File: src/rtl/spi_req_arbiter.sv
// Round-robin arbiter that shares one SPI master among N_REQ requesters.
// Launches each granted word with a newd pulse and tracks the transfer through the master's cs line.
module spi_req_arbiter #(
    parameter int unsigned N_REQ    = 4,
    parameter int unsigned DW       = 12,
    parameter int unsigned START_TO = 64,
    parameter int unsigned END_TO   = 1024
) (
    input  logic                clk,
    input  logic                rst,
    input  logic [N_REQ-1:0]    req,
    input  logic [N_REQ*DW-1:0] req_data,
    output logic [N_REQ-1:0]    gnt,
    output logic [N_REQ-1:0]    ack,
    output logic                err,
    output logic                busy,
    output logic                newd,
    output logic [DW-1:0]       din,
    input  logic                cs_mon
);

    localparam int unsigned IdxW   = (N_REQ > 1) ? $clog2(N_REQ) : 1;
    localparam int unsigned CntMax = (START_TO > END_TO) ? START_TO : END_TO;
    localparam int unsigned CntW   = (CntMax > 1) ? $clog2(CntMax) : 1;

    localparam logic [CntW-1:0] StartLast = CntW'(START_TO - 1);
    localparam logic [CntW-1:0] EndLast   = CntW'(END_TO - 1);
    localparam logic [IdxW-1:0] IdxLast   = IdxW'(N_REQ - 1);

    typedef enum logic [2:0] {
        StIdle,
        StLaunch,
        StWaitStart,
        StWaitEnd,
        StComplete
    } state_e;

    state_e           state_q, state_d;
    logic [IdxW-1:0]  ptr_q, ptr_d;
    logic [IdxW-1:0]  idx_q, idx_d;
    logic [DW-1:0]    din_q, din_d;
    logic [CntW-1:0]  cnt_q, cnt_d;
    logic             err_flag_q, err_flag_d;
    logic [N_REQ-1:0] gnt_q, gnt_d;
    logic [N_REQ-1:0] ack_q, ack_d;
    logic             err_q, err_d;
    logic             busy_q, busy_d;
    logic             newd_q, newd_d;

    logic             win_vld;
    logic [IdxW-1:0]  win_idx;
    logic [IdxW-1:0]  cand;
    logic [DW-1:0]    win_data;

    // Scan ptr, ptr+1, ... and keep the first asserted request.
    always_comb begin
        win_vld = 1'b0;
        win_idx = '0;
        cand    = '0;
        for (int unsigned i = 0; i < N_REQ; i++) begin
            cand = IdxW'((32'(ptr_q) + i) % N_REQ);
            if (!win_vld && req[cand]) begin
                win_vld = 1'b1;
                win_idx = cand;
            end
        end
    end

    always_comb begin
        win_data = '0;
        for (int unsigned k = 0; k < N_REQ; k++) begin
            if (IdxW'(k) == win_idx) begin
                win_data = req_data[k*DW +: DW];
            end
        end
    end

    always_comb begin
        state_d    = state_q;
        ptr_d      = ptr_q;
        idx_d      = idx_q;
        din_d      = din_q;
        cnt_d      = cnt_q;
        err_flag_d = err_flag_q;

        case (state_q)
            StIdle: begin
                if (win_vld) begin
                    idx_d   = win_idx;
                    din_d   = win_data;
                    cnt_d   = '0;
                    state_d = StLaunch;
                end
            end
            StLaunch: begin
                state_d = StWaitStart;
            end
            StWaitStart: begin
                if (!cs_mon) begin
                    cnt_d   = '0;
                    state_d = StWaitEnd;
                end else if (cnt_q == StartLast) begin
                    err_flag_d = 1'b1;
                    state_d    = StComplete;
                end else begin
                    cnt_d = cnt_q + 1'b1;
                end
            end
            StWaitEnd: begin
                // A cs rise on the final count still wins over the timeout.
                if (cs_mon) begin
                    state_d = StComplete;
                end else if (cnt_q == EndLast) begin
                    err_flag_d = 1'b1;
                    state_d    = StComplete;
                end else begin
                    cnt_d = cnt_q + 1'b1;
                end
            end
            StComplete: begin
                err_flag_d = 1'b0;
                ptr_d      = (idx_q == IdxLast) ? '0 : idx_q + 1'b1;
                state_d    = StIdle;
            end
            default: begin
                state_d = StIdle;
            end
        endcase
    end

    // Outputs are registered from the next state so each is a clean Moore pulse.
    always_comb begin
        newd_d = (state_d == StLaunch);
        gnt_d  = (state_d == StLaunch) ? (N_REQ'(1) << idx_d) : '0;
        ack_d  = (state_d == StComplete) ? (N_REQ'(1) << idx_d) : '0;
        err_d  = (state_d == StComplete) && err_flag_d;
        busy_d = (state_d != StIdle);
    end

    always_ff @(posedge clk or negedge rst) begin
        if (!rst) begin
            state_q    <= StIdle;
            ptr_q      <= '0;
            idx_q      <= '0;
            din_q      <= '0;
            cnt_q      <= '0;
            err_flag_q <= 1'b0;
            gnt_q      <= '0;
            ack_q      <= '0;
            err_q      <= 1'b0;
            busy_q     <= 1'b0;
            newd_q     <= 1'b0;
        end else begin
            state_q    <= state_d;
            ptr_q      <= ptr_d;
            idx_q      <= idx_d;
            din_q      <= din_d;
            cnt_q      <= cnt_d;
            err_flag_q <= err_flag_d;
            gnt_q      <= gnt_d;
            ack_q      <= ack_d;
            err_q      <= err_d;
            busy_q     <= busy_d;
            newd_q     <= newd_d;
        end
    end

    assign gnt  = gnt_q;
    assign ack  = ack_q;
    assign err  = err_q;
    assign busy = busy_q;
    assign newd = newd_q;
    assign din  = din_q;

endmodule
File: config.mk
export PLATFORM = sky130hd
export DESIGN_NAME = spi_req_arbiter
export DESIGN_NICKNAME = d
export VERILOG_FILES = /design/src/rtl/spi_req_arbiter.sv
export SDC_FILE = /design/constraint.sdc
export NUM_CORES = 1
export LEC_CHECK = 0
export ABC_AREA = 0
export CAP_MARGIN = 15
export CORE_MARGIN = 8
export CORE_UTILIZATION = 48
export CTS_BUF_LIST = sky130_fd_sc_hd__clkbuf_16
export DETAILED_ROUTE_END_ITERATION = 8
export PLACE_DENSITY = 0.93
export SYNTH_ARGS = -nofsm -noshare
export SYNTH_HDL_FRONTEND = slang
export SYNTH_SLANG_ARGS = --single-unit
File: constraint.sdc
create_clock -name clk -period 4.11 [get_ports clk]
set_clock_uncertainty 0.15 [all_clocks]
set_input_delay 1.233 -clock clk [delete_from_list [all_inputs] [get_ports clk]]
set_output_delay 1.233 -clock clk [all_outputs]
set_load 0.05 [all_outputs]
==> flow_summary.ini <==
[global_routing]
grt_pass1_wl_um = 10070
antenna_found_initial = 0
grt_overflow = 0
grt_pass1_vias = 2055
grt_usage = 0.1759
grt_max_degree = 42

[floorplan]
fp.dieW_um = 83.77
die_height_um = 83.77
coreArea_um2 = 4384
initial_core_util = 0.5029
fp-row-count = 24
ios = 78
die_area_um2 = 7017

[setup_path]
worstPathMaxFanout = 18
ff2ff_setup_slack_ns = 1.87
critPathKind = primary input to flop
crit_path_start_kind = primary input
cp-end-kind = flop
worstPathArrival_ns = 3.29
required_ns = 4.18

[pwr]
peakVddDrop_uv = 363.4
p_leak_nw = 1.354
clkPwrFrac = 0.183
p_sw_frac = 0.4471
powerDensity_nw_per_um2 = 680.6
power_switching_mw = 0.9510
seqPwrFrac = 0.300
power.internal_mw = 1.176
combPwrFrac = 0.518

[drt]
viasPerCell = 5.889
met3_length_um = 352
met2_length_um = 3104
drtIter0Drc = 124
drt_first_pass_iters = 4
wl_met1_um = 2621
drt_wl_total_um = 6251
wl_per_cell_um = 17.76
post-route-drc-count = 0
num_vias = 2073
ant_nets = 0
top_layer = met4

[clock_network]
clk_pin_slew_ns = 0.06
cts-resized-gates = 0
cts_tree = done
root_buffer = clkbuf_16
cts-buffers-inserted = 5
clkLatencyLatePin_ns = 0.29
htreeDepth = 2
cts_sinks = 41
cts_hold_buf = 0
clockBufferDepth = 2
cts_setup_buffers = 0

[timing]
hold_viol = 0
setup_viol = 0
setup_tns_ns = 0
grt_setup_unrepaired = false
timing.final.crit_share = 0.7840
drv_slew = 0
tightest_slew_ns = 0.9130
fmax_mhz = 310.3
finalCriticalPeriod_ns = 3.222
slew_headroom = 0.3914

[place]
placed_cell_area_um2 = 2978
gp_congestion = 0.8695
hpwlAfterDp_um = 4574
io_buffers = 77

[synth]
ys_seq_elements = 41
synth_nets = 282
synth_compound_area_frac = 0.1964
synth_warnings = 0
syn-cell-area_um2 = 2205
synthSimpleGateAreaFrac = 0.1714
synth_fa_ha_area_frac = 0.01135
muxShareOfSynthArea = 0.1141
syn_inst = 225
synth_xor_area_frac = 0
ys_seq_area_frac = 0.4654
synth.distinct_cells = 40
postSynthAreaPerCell_um2 = 9.798
synth_top_family_by_area = compound AO/OA/AOI/OAI gates

[worst_hold_path]
hold_path.class = flop to flop

[flow_run]
max_cap_viol_count = 0

[layout]
n_antenna_cell = 0
nNetsFinal = 356
syn2layout_area_growth_pct = 41.77
drive_above_1_share = 0.05667
final_area_um2 = 3126

[outcome]
outcome = complete, no violations
[cells by family (layout without fill, tap and decap cells)]
logic type / after synthesis / count (layout)
multiplexers: 25 / 25
AO/OA/AOI/OAI: 63 / 63
AND/OR/NAND/NOR: 77 / 77
flip-flops: 41 / 41
adder cells (fa/ha/maj): 2 / 2
buffers and inverters: 17 / 92
[flip-flops by register name, summed over array words and instances, names as in the netlist]
name and cells:
ack 4, busy 1, cnt_q 10, din 12
err 1, err_flag_q 1, gnt 4, idx_q 2
newd 1, ptr_q 2, state_q 3
[cell usage in the layout, fill, tap and decap left out, types with 3 or more instances in the layout]
| master | netlist | layout |
|---|---|---|
| clkdlybuf4s50_1 | 0 | 76 |
| a31oi_1 | 3 | 3 |
| nor2_1 | 14 | 14 |
| inv_1 | 4 | 4 |
| o21ai_0 | 22 | 22 |
| o31ai_1 | 5 | 5 |
| nand2_1 | 31 | 31 |
| nand2b_1 | 6 | 6 |
| nand3_1 | 4 | 4 |
| clkinvlp_4 | 0 | 3 |
| a21oi_1 | 7 | 7 |
| o221ai_1 | 12 | 12 |
| nand4_1 | 6 | 6 |
| a21o_1 | 3 | 3 |
| clkbuf_16 | 0 | 5 |
| mux2i_1 | 24 | 24 |
| dfrtp_1 | 41 | 41 |
| nor2b_1 | 3 | 3 |
[critical path, cell delays in order]
cell	delay [ns]
clkdlybuf4s50_1	0.48
nor4_2	0.42
or4_4	0.35
inv_2	0.08
o211ai_1	0.09
buf_4	0.23
and2_1	0.21
inv_1	0.08
nor2_1	0.11
[synthesized netlist by cell type, drive strengths merged]
library cell,n,share of area
o221ai,12,0.048
dfrtp,41,0.47
a21o,3,0.010
a21boi,2,0.0068
nand2b,6,0.017
or2,1,0.0028
nand4,6,0.017
a21oi,7,0.016
mux2,1,0.0051
inv,5,0.0085
nor2,14,0.024
o31ai,5,0.017
and4,2,0.0079
mux2i,24,0.11
nor4,3,0.011
o211ai,1,0.0034
o31a,2,0.0079
or3,2,0.0057
or4,1,0.0051
o21a,1,0.0034
buf,8,0.026
ha,2,0.011
o41ai,2,0.016
nor2b,3,0.0085
nand3,4,0.0091
and2,2,0.0057
nand2,31,0.053
o21ai,23,0.052
a31oi,3,0.0085
a2bb2oi,1,0.0040
o22ai,1,0.0028
nor3,2,0.0045
clkbuf,4,0.0068
[metal layers]
metal  track usage  vias up
li1              -      982
met2        0.2982       78
met1        0.1983      997
met5             0        -
met3       0.05762       16
met4       0.06907        0
[final cells by class]
class	instances	area, um2
Timing Repair Buffer	79	780.7
Tap cell	52	65.06
Clock inverter	3	22.52
Multi-Input combinational cell	167	1087
Fill cell	315	1259
Clock buffer	5	125.1
Sequential cell	41	1026
Inverter	5	18.77
[path summary, 6_finish.rpt]
check,startpoint,endpoint,cells past startpoint
max,req[1],ack[1],9
min,idx_q[0],ptr_q[0],1
max reg2reg,cnt_q[0],cnt_q[8],6
min reg2reg,idx_q[0],ptr_q[0],1
max in group asynchronous,rst,gnt[2],1
min in group asynchronous,rst,cnt_q[2],1
[power by group through the flow]
stage          Clock, mW  Combinational (mW)  Sequential, mW
4_1_cts            0.392                1.11           0.636
2_1_floorplan          0               0.539           0.884
3_3_place_gp           0                1.07           0.634
3_5_place_dp           0                1.10           0.638
6_report           0.388                1.10           0.637
5_1_grt            0.408                1.19           0.655
[metrics by stage]
step	setup slack, ns	total power [mW]	std cells	util	hold slack, ns
final	0.8878	2.127	352	0.7129	0.3406
after global routing	0.6948	2.249	352	0.7129	0.3634
after CTS	0.8669	2.140	352	0.7129	0.3449
after detailed placement	0.5953	1.742	344	0.6792	0.3306
after global placement	0.6235	1.705	344	0.6792	0.3190
after floorplan	1.382	1.423	225	-	0.3090
Power figures use the tool's default switching activity.
